==> src/rtl/user_imem_loader.sv <==
`default_nettype none
// +------------------------------------------------------------------------+
// | user_imem_loader: packs UART bytes into 32-bit words for user imem.    |
// | Revision: 1.0                                                          |
// +------------------------------------------------------------------------+
module user_imem_loader #(
    parameter int IMEM_AW = 10
) (
    input  logic               hb_clk,
    input  logic               rst_n,
    input  logic               download_mode,
    input  logic [7:0]         rx_data,
    input  logic               rx_valid,
    output logic               rx_ready,
    output logic               imem_we,
    output logic [IMEM_AW-1:0] imem_waddr,
    output logic [31:0]        imem_wdata,
    input  logic [7:0]         sys_share_raddr,
    input  logic [7:0]         sys_share_waddr,
    input  logic [31:0]        sys_share_wdata,
    input  logic               sel_ren,
    input  logic               sel_wen,
    output logic [31:0]        rdata
);

    typedef enum logic [1:0] {
        S_IDLE  = 2'd0,
        S_RECV  = 2'd1,
        S_WRITE = 2'd2,
        S_DONE  = 2'd3
    } state_t;

    localparam logic [IMEM_AW:0] CAPACITY = {1'b1, {IMEM_AW{1'b0}}};

    state_t             state_q, state_d;
    logic [1:0]         byte_idx_q, byte_idx_d;
    logic [31:0]        word_q, word_d;
    logic [IMEM_AW:0]   len_q, len_d;
    logic [IMEM_AW:0]   count_q, count_d;
    logic [31:0]        csum_q, csum_d;
    logic               done_q, done_d;
    logic               aborted_q, aborted_d;
    logic               len_err_q, len_err_d;
    logic               imem_we_q, imem_we_d;
    logic [IMEM_AW-1:0] imem_waddr_q, imem_waddr_d;
    logic [31:0]        imem_wdata_q, imem_wdata_d;
    logic [31:0]        rdata_q, rdata_d;

    logic busy;
    logic ctrl_wr;
    logic start_req;
    logic abort_req;
    logic unused_wdata;

    assign unused_wdata = ^sys_share_wdata[31:IMEM_AW+1];

    assign busy      = (state_q == S_RECV) || (state_q == S_WRITE);
    assign ctrl_wr   = sel_wen && (sys_share_waddr == 8'd0);
    assign abort_req = (ctrl_wr && sys_share_wdata[1]) || (busy && !download_mode);
    assign start_req = ctrl_wr && sys_share_wdata[0] && download_mode && !abort_req;

    assign rx_ready   = (state_q == S_RECV);
    assign imem_we    = imem_we_q;
    assign imem_waddr = imem_waddr_q;
    assign imem_wdata = imem_wdata_q;
    assign rdata      = rdata_q;

    always_comb begin
        state_d      = state_q;
        byte_idx_d   = byte_idx_q;
        word_d       = word_q;
        len_d        = len_q;
        count_d      = count_q;
        csum_d       = csum_q;
        done_d       = done_q;
        aborted_d    = aborted_q;
        len_err_d    = len_err_q;
        imem_we_d    = 1'b0;
        imem_waddr_d = '0;
        imem_wdata_d = '0;
        rdata_d      = rdata_q;

        // Reads see register values from before any same-cycle write.
        if (sel_ren) begin
            case (sys_share_raddr)
                8'd1:    rdata_d = {{(31-IMEM_AW){1'b0}}, len_q};
                8'd2:    rdata_d = {26'd0, state_q, len_err_q, aborted_q, done_q, busy};
                8'd3:    rdata_d = {{(31-IMEM_AW){1'b0}}, count_q};
                8'd4:    rdata_d = csum_q;
                default: rdata_d = 32'd0;
            endcase
        end

        if (sel_wen && (sys_share_waddr == 8'd1) && !busy) begin
            len_d = sys_share_wdata[IMEM_AW:0];
        end

        case (state_q)
            S_RECV: begin
                if (rx_valid) begin
                    word_d[{byte_idx_q, 3'b000} +: 8] = rx_data;
                    byte_idx_d = byte_idx_q + 2'd1;
                    if (byte_idx_q == 2'd3) begin
                        state_d = S_WRITE;
                    end
                end
            end
            S_WRITE: begin
                csum_d  = csum_q + word_q;
                count_d = count_q + 1'b1;
                if ((count_q + 1'b1) == len_q) begin
                    state_d = S_DONE;
                    done_d  = 1'b1;
                end else begin
                    state_d = S_RECV;
                end
            end
            default: begin
                if (start_req) begin
                    count_d    = '0;
                    csum_d     = '0;
                    byte_idx_d = '0;
                    word_d     = '0;
                    done_d     = 1'b0;
                    aborted_d  = 1'b0;
                    len_err_d  = 1'b0;
                    if (len_q == '0) begin
                        state_d = S_DONE;
                        done_d  = 1'b1;
                    end else if (len_q > CAPACITY) begin
                        state_d   = S_IDLE;
                        len_err_d = 1'b1;
                    end else begin
                        state_d = S_RECV;
                    end
                end
            end
        endcase

        // An abort in WRITE keeps that cycle's COUNT/CSUM update above.
        if (abort_req) begin
            state_d    = S_IDLE;
            aborted_d  = 1'b1;
            byte_idx_d = '0;
            word_d     = '0;
        end

        if (state_d == S_WRITE) begin
            imem_we_d    = 1'b1;
            imem_waddr_d = count_d[IMEM_AW-1:0];
            imem_wdata_d = word_d;
        end
    end

    always_ff @(posedge hb_clk or negedge rst_n) begin
        if (!rst_n) begin
            state_q      <= S_IDLE;
            byte_idx_q   <= '0;
            word_q       <= '0;
            len_q        <= '0;
            count_q      <= '0;
            csum_q       <= '0;
            done_q       <= 1'b0;
            aborted_q    <= 1'b0;
            len_err_q    <= 1'b0;
            imem_we_q    <= 1'b0;
            imem_waddr_q <= '0;
            imem_wdata_q <= '0;
            rdata_q      <= '0;
        end else begin
            state_q      <= state_d;
            byte_idx_q   <= byte_idx_d;
            word_q       <= word_d;
            len_q        <= len_d;
            count_q      <= count_d;
            csum_q       <= csum_d;
            done_q       <= done_d;
            aborted_q    <= aborted_d;
            len_err_q    <= len_err_d;
            imem_we_q    <= imem_we_d;
            imem_waddr_q <= imem_waddr_d;
            imem_wdata_q <= imem_wdata_d;
            rdata_q      <= rdata_d;
        end
    end

endmodule
`default_nettype wire

==> config.mk <==
export PLATFORM = sky130hd
export DESIGN_NAME = user_imem_loader
export DESIGN_NICKNAME = d
export VERILOG_FILES = /design/src/rtl/user_imem_loader.sv
export SDC_FILE = /design/constraint.sdc
export NUM_CORES = 1
export LEC_CHECK = 0
export ABC_AREA = 1
export CORE_ASPECT_RATIO = 1.4
export CORE_MARGIN = 5
export CORE_UTILIZATION = 54
export DETAILED_ROUTE_END_ITERATION = 8
export PLACE_DENSITY = 0.88
export SETUP_SLACK_MARGIN = 0.1
export SLEW_MARGIN = 20
export SYNTH_ARGS = -nofsm -noshare
export SYNTH_HDL_FRONTEND = slang
export SYNTH_SLANG_ARGS = --single-unit
==> constraint.sdc <==
create_clock -name hb_clk -period 2.6 [get_ports hb_clk]
set_input_delay 0.52 -clock hb_clk [delete_from_list [all_inputs] [get_ports hb_clk]]
set_output_delay 0.52 -clock hb_clk [all_outputs]
set_load 0.05 [all_outputs]
Word level (Yosys, flattened, before mapping)
Cells that the tools add are included.

storage, ports and cells
  register bits after elaboration = 168
  output and inout bits = 76

cells by class
  add/sub/neg operators = 4
  $lt $le $gt $ge = 1
  equal/unequal tests = 14
  shifts and indexed selects = 2
  muxes and demuxes = 34
  bitwise operators = 2
  reduce and logical (&&, ||, !) cells = 24

operators by type and width
  operator                                               number
  2-to-1 mux 32 bit                                      5
  one-hot mux 32 bit (2 select lines)                    2
  one-hot mux 32 bit (4 select lines)                    1
  adder 32 bit                                           1
  bitwise mux 32 bit                                     1
  variable shift 8 x 7 -> 32 bit, first input constant   1
  variable part select 8 x 7 -> 32 bit                   1
  one-hot mux 11 bit (2 select lines)                    1
  2-to-1 mux 2 bit                                       9
  equality test 8 x 1 -> 1 bit, second input constant    2
  equality test 8 x 2 -> 1 bit, second input constant    2
  adder 11 x 1 -> 11 bit, second input constant          1
  equality test 11 bit                                   1
  greater-than comparator 11 bit, second input constant  1
  logical NOT 11 bit                                     1
  2-to-1 mux 11 bit                                      1
  2-to-1 mux 1 bit                                       10
  2-to-1 mux 10 bit                                      1
  equality test 8 x 3 -> 1 bit, second input constant    1
  logical AND 1 bit                                      8
  logical NOT 8 bit                                      1
  one-hot mux 2 bit (2 select lines)                     2
  negator 5 -> 7 bit                                     1
  equality test 2 bit, second input constant             3
  other kinds (14)                                       23

Longest topological paths before layout
Gate-level depths: netlist (run 1).

  depth after elaboration = 11
  mapped depth = 15
  depth with buffers taken out = 14

Least setup slack after synthesis (run 1)
No wires, ideal clock.

  kind = register to register
  from = reg byte_idx_q[0]
  to = reg imem_wdata_q[1], in the netlist imem_wdata[1]
  library setup time = 0.069 ns
  arrival = 2.128 ns
  setup slack = 0.403 ns
  stages on the path, launching flop included = 12
  buffers on the path = 2
  period minus slack after synthesis = 2.197 ns
  cells stage by stage = dfrtp_1 > clkbuf_1 > inv_1 > clkbuf_1 > ha_1 > nor2_1 > nand3_1 > o21ai_0 > a22oi_1 > nor2_1 > inv_1 > nor2_2

between the ends
  word-level cells in the longest chain between the ends = 7

RTL lines
  what                                                                                    line  source
  start: declaration                                                                      36    logic [1:0] byte_idx_q, byte_idx_d;
  start signal: assignment                                                                172   byte_idx_q <= byte_idx_d;
  negator 5 -> 7 bit *                                                                    101   word_d[{byte_idx_q, 3'b000} +: 8] = rx_data;
  variable part select 8 x 7 -> 32 bit or variable shift 8 x 7 -> 32 bit (tied branches)  101
  bitwise mux 32 bit *                                                                    101
  2-to-1 mux 32 bit *                                                                     100   if (rx_valid) begin
  one-hot mux 32 bit (2 select lines) *                                                   98    case (state_q)
  2-to-1 mux 32 bit *                                                                     141   if (abort_req) begin
  via word_d[1]                                                                           37    logic [31:0] word_q, word_d;
  2-to-1 mux 32 bit *                                                                     148   if (state_d == S_WRITE) begin
  via imem_wdata_d[1]                                                                     46    logic [31:0] imem_wdata_q, imem_wdata_d;
  end signal: assignment                                                                  182   imem_wdata_q <= imem_wdata_d;
  end: declaration                                                                        46

Mark *: on every way through the listed nets, which the timed path passes. The rest lies on a longest branch.
A chain may end at the register's enable or synchronous reset.

Worst setup path after layout (run 1)
  from = reg word_q[0]
  to = reg csum_q[20]

between the ends
  word-level cells in the longest chain between the ends = 2

RTL lines
  what                                 line  source
  start: declaration                   37
  start signal: assignment             173   word_q <= word_d;
  adder 32 bit                         109   csum_d = csum_q + word_q;
  one-hot mux 32 bit (2 select lines)  98
  end signal: assignment               176   csum_q <= csum_d;
  end: declaration                     40    logic [31:0] csum_q, csum_d;

Every way passes these cells.

==> qor.txt, run 1 <==
Combinational power share: 31.6%
Clk pwr share: 30.8%
Cell-internal power: 5060 uW
CTS sink count: 168
Mapped Avg Cell Area: 7.77 um2
Sequential share of the synthesized area: 44.6%
Leak: 0.00544 uW
RSZ-0062 raised after global routing: yes
Clock Tree Buf Depth: 2
Filler cells: 1444
Syn Std Cell Area: 9420 um2
WL final: 27.4 mm
GR Util All Layers: 27.8%
Overflow after GRT: 0
Hold_ws: 0.0433 ns
DRC: 0
TritonRoute pass-1 iters: 8
CP Data Arrival Time: 2.72 ns
#FFs+latches synth: 168
Worst-skew pair later-pin latency: 0.44 ns
# setup viols final: 0
Vias in the first global route: 8962
Post-synth EDFFs: 0
Ys async rst share: 100%
Die Wd: 122 um
CTS Buf Count: 17
DR vias/cell: 5.63
Die Span Y: 166 um
Setup slack at placement: -0.0613 ns
H-tree lvl count: 4
Critical Path RT: 2.94 ns
Drt initial violations: 740
Area grow syn2layout: 23.9%
Synth Net Count: 1316
Slew @ Worst Pin: 0.593 ns
Sequential power share: 37.6%
Layout cells sized above 1: 8.45%
Worst-path fanout max: 3
Fin crit share: 91.6%
# diodes: 0
Top_reg_cell synth: dfrtp_1
Worst Setup Path Type: register to register
Post-DP HPWL: 21.0 mm
Setup slack after layout: 0.218 ns
Row cnt: 57
Distinct cell type count after synthesis: 41
Antenna-violating nets left: 0
CTS Root Cell: clkbuf_16
Achievable Freq: 420 MHz
P_sw: 3190 uW
Syn. warnings: 0
Final Max Slew Viols: 0
# nets final: 1451
# hold bufs at CTS: 0
Crit start category: register
Max cap viols: 0
Sw Ratio: 38.7%
Final Hold Vio Count: 0
# IOs: 138
Vias: 8999
Nature of the critical path endpoint: register
Largest net degree at the start of global routing: 62
Core area: 17300 um2
Tmin final: 2.38 ns
Initial antenna violation count: 0
First-pass GRT wire length: 44.7 mm
Peak supply drop: 0.000468 V
Die ar.: 20200 um2
TritonCTS clock tree: yes
Post-layout util: 67.6%
Pwr/cell area: 706 nW/um2
Drt wl/cell: 17.2 um
Gpl congestion: 0.959
Min-Delay Path Class: primary input to asynchronous set/reset pin
Initial core utilization: 54.6%
Clock Pin Slew Worst Setup and Hold Paths: 0.07 ns
IO buf count: 116
Slew headroom: 60.1%
Skew final: 0.0126 ns
Status: finished, final reports clean
Post-Syn Instances: 1213
==> state kept, by name, summed over array words and instances, names as in the netlist <==
signal	flops
len_err_q	1
csum_q	32
done_q	1
len_q	11
state_q	2
word_q	32
rdata	32
aborted_q	1
count_q	11
imem_waddr	10
byte_idx_q	2
imem_we	1
imem_wdata	32
==> cell usage in the layout, fill, tap and decap left out, drive strengths merged, types with 21 or more instances in the layout <==
cell / count
a21oi: 53
a22oi: 32
buf: 37
clkdlybuf4s50: 114
dfrtp: 168
ha: 40
inv: 154
nand2: 312
nand3: 70
nor2: 149
o21ai: 92
o22ai: 21
==> metal layers <==
| metal | wire length (um) | share of wire [%] | global-route usage [%] |
|---|---|---|---|
| met1 | 10100 | 37 | 31.3 |
| met2 | 14100 | 51 | 48.6 |
| met3 | 1430 | 5.2 | 4.22 |
| met4 | 1840 | 6.7 | 17.1 |
| met5 | 0 | 0 | 0 |
==> cell usage after synthesis, drive strengths merged (5+ instances only) <==
cell      n  area [um2]
a21oi    53         269
a22oi    32         240
a31oi     8        50.1
buf       8        63.8
clkbuf   27         101
dfrtp   168        4200
ha       40         500
inv     145         544
mux2     10         113
nand2   312        1180
nand3    70         368
nand4    13        81.3
nor2    149         627
nor3      9        45.0
o21ai    92         460
o21bai    5        37.5
o22ai    21         131
xnor2     8        70.1
xor2      7        61.3
==> critical path, cell delays in order, from the launching register on <==
cell and delay (ns):
dfrtp_1 0.42, ha_1 0.26, fa_1 0.41, nand3_1 0.09, o211ai_1 0.16, nand2_1 0.10, nand2_1 0.11, nand2_1 0.08
nand2_1 0.06, nand2_1 0.06, nand2_1 0.11, or2_2 0.30, nand3_1 0.07, nand2_1 0.05
==> path summary, 6_finish.rpt <==
kind                                            start                 endpoint  slack, ns  depth (start not counted)
worst min register to register  len_err_q$_DFFE_PN0P_    len_err_q$_DFFE_PN0P_       0.48                          2
worst min-delay path                            rst_n  imem_wdata[1]$_DFF_PN0_       0.04                          1
max in group asynchronous                       rst_n      word_q[9]$_DFF_PN0_       1.85                          2
worst max register to register    word_q[0]$_DFF_PN0_   csum_q[20]$_DFFE_PN0P_       0.22                         13
min in group hb_clk             len_err_q$_DFFE_PN0P_    len_err_q$_DFFE_PN0P_       0.48                          2
worst max-delay path              word_q[0]$_DFF_PN0_   csum_q[20]$_DFFE_PN0P_       0.22                         13
==> metrics by stage <==
stage / cells / instance area [um2] / total power (uW) / setup TNS (ns)
after global routing: 1597 / 11700 / 8680 / 0
after floorplan: 1213 / 9420 / 4770 / 0
final: 1597 / 11700 / 8240 / 0
after global placement: 1563 / 11000 / 5570 / 0
after CTS: 1595 / 11600 / 8220 / 0
after detailed placement: 1563 / 11000 / 5660 / -1.09
==> layout make-up <==
| cell class | count | area, um2 | share of cell area (%) |
|---|---|---|---|
| well taps | 236 | 295 | 2.53 |
| multi-input cells | 864 | 4510 | 38.6 |
| clock buffers | 17 | 425 | 3.65 |
| repair buffers | 151 | 1510 | 12.9 |
| flip-flops and latches | 168 | 4210 | 36.0 |
| clock inverters | 15 | 173 | 1.48 |
| inverters | 146 | 552 | 4.73 |
==> cells by family after synthesis <==
logic type | after synthesis | synth area share [%]
adder cells (fa/ha/maj) | 41 | 5.53
flip-flops | 168 | 44.6
buffers and inverters | 181 | 7.57
XOR/XNOR | 15 | 1.39
multiplexers | 10 | 1.20
AND/OR/NAND/NOR | 566 | 25.3
AO/OA/AOI/OAI | 232 | 14.4
==> power groups by stage <==
stage	sequential [uW]	combinational, uW	clock [uW]
2_1_floorplan	3130	1640	0
3_3_place_gp	3120	2450	0
3_5_place_dp	3130	2520	0
4_1_cts	3080	2560	2570
5_1_grt	3130	2850	2700
6_report	3100	2600	2540
==> what timing repair did <==
item | CTS | global route
resized for setup | 0 | 6
endpoints found under the setup margin | 0 | 14
buffers inserted | 0 | 2
(Power assumes the default switching activity.)
==> inputs of run 2 (changes only) <==
Settings changed: MAX_ROUTING_LAYER set to met4.
==> qor.txt, run 2 (synthesis gave the netlist of run 1 again) <==
WL final: 27.3 mm (was 27.4 mm)
CTS sink count: 168 (unchanged)
Crit start category: register (unchanged)
Clk pwr share: 31.2% (was 30.8%)
Fin crit share: 91.4% (was 91.6%)
Row cnt: 57 (unchanged)
Achievable Freq: 421 MHz (was 420 MHz)
GR Util All Layers: 28.7% (was 27.8%)
Nature of the critical path endpoint: register (unchanged)
RSZ-0062 raised after global routing: yes (unchanged)
Critical Path RT: 2.94 ns (about the same)
Max cap viols: 0 (unchanged)
Status: finished, final reports clean (unchanged)
Post-DP HPWL: 20.9 mm (was 21.0 mm)
Post-layout util: 67.3% (was 67.6%)
CTS Root Cell: clkbuf_16 (unchanged)
DRC: 0 (unchanged)
Drt initial violations: 779 (was 740)
Drt wl/cell: 17.2 um (about the same)
Sw Ratio: 38.0% (was 38.7%)
Die ar.: 20200 um2 (unchanged)
Final Instance Area: 11600 um2 (was 11700 um2)
Final Hold Vio Count: 0 (unchanged)
Cell-internal power: 5040 uW (was 5060 uW)
Sequential power share: 38.0% (was 37.6%)
TritonRoute pass-1 iters: 5 (was 8)
Clock Tree Buf Depth: 2 (unchanged)
Worst-path fanout max: 4 (was 3)
Worst Setup Path Type: register to register (unchanged)
Initial core utilization: 54.6% (unchanged)
Clock Pin Slew Worst Setup and Hold Paths: 0.07 ns (about the same)
Core area: 17300 um2 (unchanged)
Worst-skew pair later-pin latency: 0.45 ns (was 0.44 ns)
Vias in the first global route: 8737 (was 8962)
IO buf count: 116 (unchanged)
Slew headroom: 57.1% (was 60.1%)
Largest net degree at the start of global routing: 70 (was 62)
Commonest non-fill, non-tap cell in the layout: nand2_1 (unchanged)
Combinational power share: 30.8% (was 31.6%)
Peak supply drop: 0.000580 V (was 0.000468 V)
H-tree lvl count: 4 (unchanged)
Leak: 0.00541 uW (was 0.00544 uW)
CP Data Arrival Time: 2.72 ns (about the same)
# IOs: 138 (unchanged)
Most frequent cells in the layout: nand2_1, dfrtp_1, inv_1 (unchanged)
# nets final: 1447 (was 1451)
Initial antenna violation count: 0 (unchanged)
Vias: 8873 (was 8999)
Layout cells sized above 1: 8.25% (was 8.45%)
Pwr/cell area: 700 nW/um2 (was 706 nW/um2)
TritonCTS clock tree: yes (unchanged)
Area grow syn2layout: 23.4% (was 23.9%)
First-pass GRT wire length: 44.5 mm (was 44.7 mm)
Gpl congestion: 0.959 (about the same)
R2R Setup Slk: 0.22 ns (about the same)
Antenna-violating nets left: 0 (unchanged)
DR vias/cell: 5.57 (was 5.63)
Slew @ Worst Pin: 0.644 ns (was 0.593 ns)
Die Span Y: 166 um (unchanged)
Tmin final: 2.38 ns (about the same)
Cell Area, Placed: 11000 um2 (about the same)
Min-Delay Path Class: primary input to asynchronous set/reset pin (unchanged)
Hold_ws: 0.0722 ns (was 0.0433 ns)
CTS Buf Count: 17 (unchanged)
Final Max Slew Viols: 0 (unchanged)
# diodes: 0 (unchanged)
Skew final: 0.0151 ns (was 0.0126 ns)
Filler cells: 1422 (was 1444)
Overflow after GRT: 0 (unchanged)
# setup viols final: 0 (unchanged)
Die Wd: 122 um (unchanged)
P_sw: 3090 uW (was 3190 uW)
[run 2: cell count changes in the layout (fill, tap and decap cells not counted), sizes merged]
cell | before | now
inv | 154 | 151
buf | 37 | 33
clkinv | 5 | 7
bufinv | 0 | 1
[run 2: per-layer routing]
metal	GRT usage, %	up-vias	wire [um]
met2	49.1	361	14100
met1	32.0	4156	10300
met5	-	-	0
li1	-	4262	-
met4	15.7	0	1710
met3	3.99	94	1190
[run 2: worst paths after layout]
kind | startpoint | endpoint | cells after the start
max reg2reg | word_q[11]$_DFF_PN0_ | csum_q[29]$_DFFE_PN0P_ | 10
min in group hb_clk | rdata[12]$_DFFE_PN0P_ | rdata[12]$_DFFE_PN0P_ | 2
min | rst_n | imem_wdata[2]$_DFF_PN0_ | 1
max in group asynchronous | rst_n | count_q[0]$_DFF_PN0_ | 2
max | word_q[11]$_DFF_PN0_ | csum_q[29]$_DFFE_PN0P_ | 10
min reg2reg | rdata[12]$_DFFE_PN0P_ | rdata[12]$_DFFE_PN0P_ | 2
[run 2: what timing repair did]
action                                  CTS  global route
setup buffers                             0             0
hold buffers                              0             0
endpoints found under the setup margin    0            32
resized for setup                         0             6
hold endpoints to repair                  0             0
[run 2: per-stage QoR]
stage / setup WS, ns / power (uW) / cells / TNS, ns
after CTS: 0.233 / 8120 / 1593 / 0
after global placement: -0.0151 / 5510 / 1561 / -0.145
final: 0.223 / 8140 / 1593 / 0
after global routing: 0.0789 / 8560 / 1593 / 0
after detailed placement: -0.0416 / 5570 / 1561 / -0.651
after floorplan: 0.403 / 4770 / 1213 / 0
[run 2: power groups by stage]
stage / Sequential, uW / Combinational (uW) / Clock (uW)
after floorplan: 3130 / 1640 / 0
after global placement: 3120 / 2380 / 0
after detailed placement: 3130 / 2440 / 0
after CTS: 3080 / 2480 / 2560
after global routing: 3120 / 2760 / 2690
final: 3090 / 2510 / 2540
[run 2: cell type report]
class	count	area (um2)	share of cell area, %
clock buffers	17	425	3.66
multi-input cells	864	4510	38.8
well taps	236	295	2.54
flip-flops and latches	168	4210	36.2
clock inverters	15	161	1.39
repair buffers	147	1470	12.6
inverters	146	552	4.75
[run 2: worst max-delay path, stage by stage, from the launching register on]
cell      delay (ns)
dfrtp_1         0.43
ha_1            0.38
nand2_1         0.14
nor2_1          0.23
nand2_1         0.07
o21ai_0         0.49
nand3b_1        0.24
nand2_1         0.12
nand2_1         0.06
nand3_1         0.06
nand2_1         0.05
==> inputs of run 3 (changes only) <==
Clock period 2.6 ns to 2.5 ns, I/O delays scaled along.
==> qor.txt, run 3 (synthesis gave the netlist of run 1 again) <==
Status: finished, final reports clean (unchanged)
Max stage delay cell, worst path: dfrtp_1 (was o21ai_0)
Vias in the first global route: 8913 (was 8737)
Cell count after placement: 1576 (was 1561)
Initial core utilization: 54.6% (unchanged)
Nature of the critical path endpoint: register (unchanged)
Crit path capture: csum_q[20]$_DFFE_PN0P_ (was csum_q[29]$_DFFE_PN0P_)
Drt initial violations: 748 (was 779)
Overflow after GRT: 0 (unchanged)
TritonCTS clock tree: yes (unchanged)
Gpl congestion: 0.962 (was 0.959)
Worst r2r src: word_q[0]$_DFF_PN0_ (was word_q[11]$_DFF_PN0_)
Row cnt: 57 (unchanged)
Area grow syn2layout: 25.6% (was 23.4%)
Worst-path fanout max: 3 (was 4)
Vias: 9079 (was 8873)
Reg-to-Reg End: csum_q[20]$_DFFE_PN0P_ (was csum_q[29]$_DFFE_PN0P_)
DR vias/cell: 5.64 (was 5.57)
CTS Buf Count: 17 (unchanged)
GR Util All Layers: 29.5% (was 28.7%)
WL final: 28.4 mm (was 27.3 mm)
# nets final: 1464 (was 1447)
Final Max Slew Viols: 0 (unchanged)
# IOs: 138 (unchanged)
Post-DP HPWL: 21.8 mm (was 20.9 mm)
Filler cells: 1428 (was 1422)
CP Launch Point: word_q[0]$_DFF_PN0_ (was word_q[11]$_DFF_PN0_)
Worst Setup Path Type: register to register (unchanged)
Worst Reg-to-Reg Cells: 13 (was 10)
DRC: 0 (unchanged)
Critical Path Max Stage Delay: 0.43 ns (was 0.49 ns)
Antenna-violating nets left: 0 (unchanged)
Cell mode on critical path: nand2_1 (unchanged)
Core area: 17300 um2 (unchanged)
# setup viols final: 0 (unchanged)
Final Instance Area: 11800 um2 (was 11600 um2)
CTS Root Cell: clkbuf_16 (unchanged)
Crit start category: register (unchanged)
Max cap viols: 0 (unchanged)
Worst-skew pair later-pin latency: 0.45 ns (about the same)
Initial antenna violation count: 0 (unchanged)
First-pass GRT wire length: 45.5 mm (was 44.5 mm)
Clock Tree Buf Depth: 2 (unchanged)
Layout cells sized above 1: 9.75% (was 8.25%)
Die ar.: 20200 um2 (unchanged)
Fin crit share: 91.0% (was 91.4%)
RSZ-0062 raised after global routing: no (was yes)
Drt wl/cell: 17.6 um (was 17.2 um)
Final Hold Vio Count: 0 (unchanged)
Slew headroom: 62.2% (was 57.1%)
# diodes: 0 (unchanged)
CTS sink count: 168 (unchanged)
Reg area: 4200 um2 (was 4210 um2)
Achievable Freq: 440 MHz (was 421 MHz)
Pwr/cell area: 731 nW/um2 (was 700 nW/um2)
CP Cell Sequence: ha_2, fa_2, nand3_2, o211ai_1, nand2_1, nand2_1, nand2_1, nand2_1, nand2_1, nand2_1, or2_2, nand3_1, nand2_1 (was ha_1, nand2_1, nor2_1, nand2_1, o21ai_0, nand3b_1, nand2_1, nand2_1, nand3_1, nand2_1)
Die Wd: 122 um (unchanged)
Tmin final: 2.28 ns (was 2.38 ns)
Clock Pin Slew Worst Setup and Hold Paths: 0.07 ns (about the same)
H-tree lvl count: 4 (unchanged)
Min-Delay Path Class: register to register (was primary input to asynchronous set/reset pin)
R2R Setup Slk: 0.22 ns (about the same)
Most frequent cells in the layout: nand2_1, dfrtp_1, inv_1 (unchanged)
Largest net degree at the start of global routing: 62 (was 70)
Area of the multi-input gates: 4560 um2 (was 4510 um2)
Cell Area, Placed: 11200 um2 (was 11000 um2)
Leak: 0.00550 uW (was 0.00541 uW)
Stages on worst setup path: 13 (was 10)
CP Buf/Inv Count: 0 (unchanged)
IO buf count: 116 (unchanged)
Fin cells: 1610 (was 1593)
Commonest non-fill, non-tap cell in the layout: nand2_1 (unchanged)
Die Span Y: 166 um (unchanged)
CP delay by family, top: simple AND/OR/NAND/NOR gates (unchanged)
Skew final: 0.0181 ns (was 0.0151 ns)
Slew @ Worst Pin: 0.562 ns (was 0.644 ns)
Peak supply drop: 0.000453 V (was 0.000580 V)
Hold_ws: 0.484 ns (was 0.0722 ns)
CP Data Arrival Time: 2.61 ns (was 2.72 ns)
TritonRoute pass-1 iters: 7 (was 5)
Critical Path RT: 2.84 ns (was 2.94 ns)
## run 3: timing repair
item,4_1_cts,5_1_grt
hold endpoints to repair,31,0
resized for setup,1,14
setup endpoints to repair,1,58
hold buffers,1,0
setup buffers,0,1
pin swaps,0,3
## run 3: power breakdown
group          internal [uW]  switching (uW)  total, uW
clock                   1350            1270       2620
sequential              2970             236       3210
combinational            978            1840       2820
## run 3: how the worst min path moves through the flow
stage | startpoint | end | slack [ns] | depth (start not counted)
2_1_floorplan | rst_n | aborted_q$_DFFE_PN0P_ | 0.20 | 0
3_3_place_gp | rst_n | len_q[2]$_DFFE_PN0P_ | 0.40 | 1
3_5_place_dp | rst_n | imem_we$_DFF_PN0_ | 0.41 | 1
4_1_cts | rdata[24]$_DFFE_PN0P_ | rdata[24]$_DFFE_PN0P_ | 0.49 | 2
5_1_grt | rdata[17]$_DFFE_PN0P_ | rdata[17]$_DFFE_PN0P_ | 0.51 | 2
6_report | rdata[8]$_DFFE_PN0P_ | rdata[8]$_DFFE_PN0P_ | 0.48 | 2
## run 3: tightest hold or removal path, delay by kind of cell (launching register included)
| kind | cells | cell delay [ns] |
|---|---|---|
| AOI/OAI and AO/OA | 1 | 0.06 |
| and+or+nand+nor | 1 | 0.05 |
| DFF | 1 | 0.34 |
## run 3: final cells by class
type                       instances  area share, %
tap                              236           2.50
inverter                         146           4.63
timing repair buffer             164           13.7
clock buffer                      17           3.60
clock inverter                    15           1.46
multi-input combinational        864           38.6
sequential                       168           35.5
## run 3: routing by layer
metal  up-vias  part of all wire [%]  GRT usage, %
li1       4287                     -             -
met1      4275                    37          32.1
met2       399                    52          50.4
met3       118                   4.5          3.99
met4         0                   6.8          17.9
met5         -                     0             -
## run 3: through the flow
stage / total power, uW / setup TNS (ns) / setup slack (ns) / util (%)
after CTS: 8620 / 0 / 0.0930 / 68.2
after global placement: 5870 / -0.224 / -0.0182 / 64.6
after global routing: 9080 / 0 / 0.0897 / 68.5
final: 8650 / 0 / 0.225 / 68.5
after floorplan: 4960 / 0 / 0.303 / -
after detailed placement: 5980 / -4.16 / -0.121 / 64.6
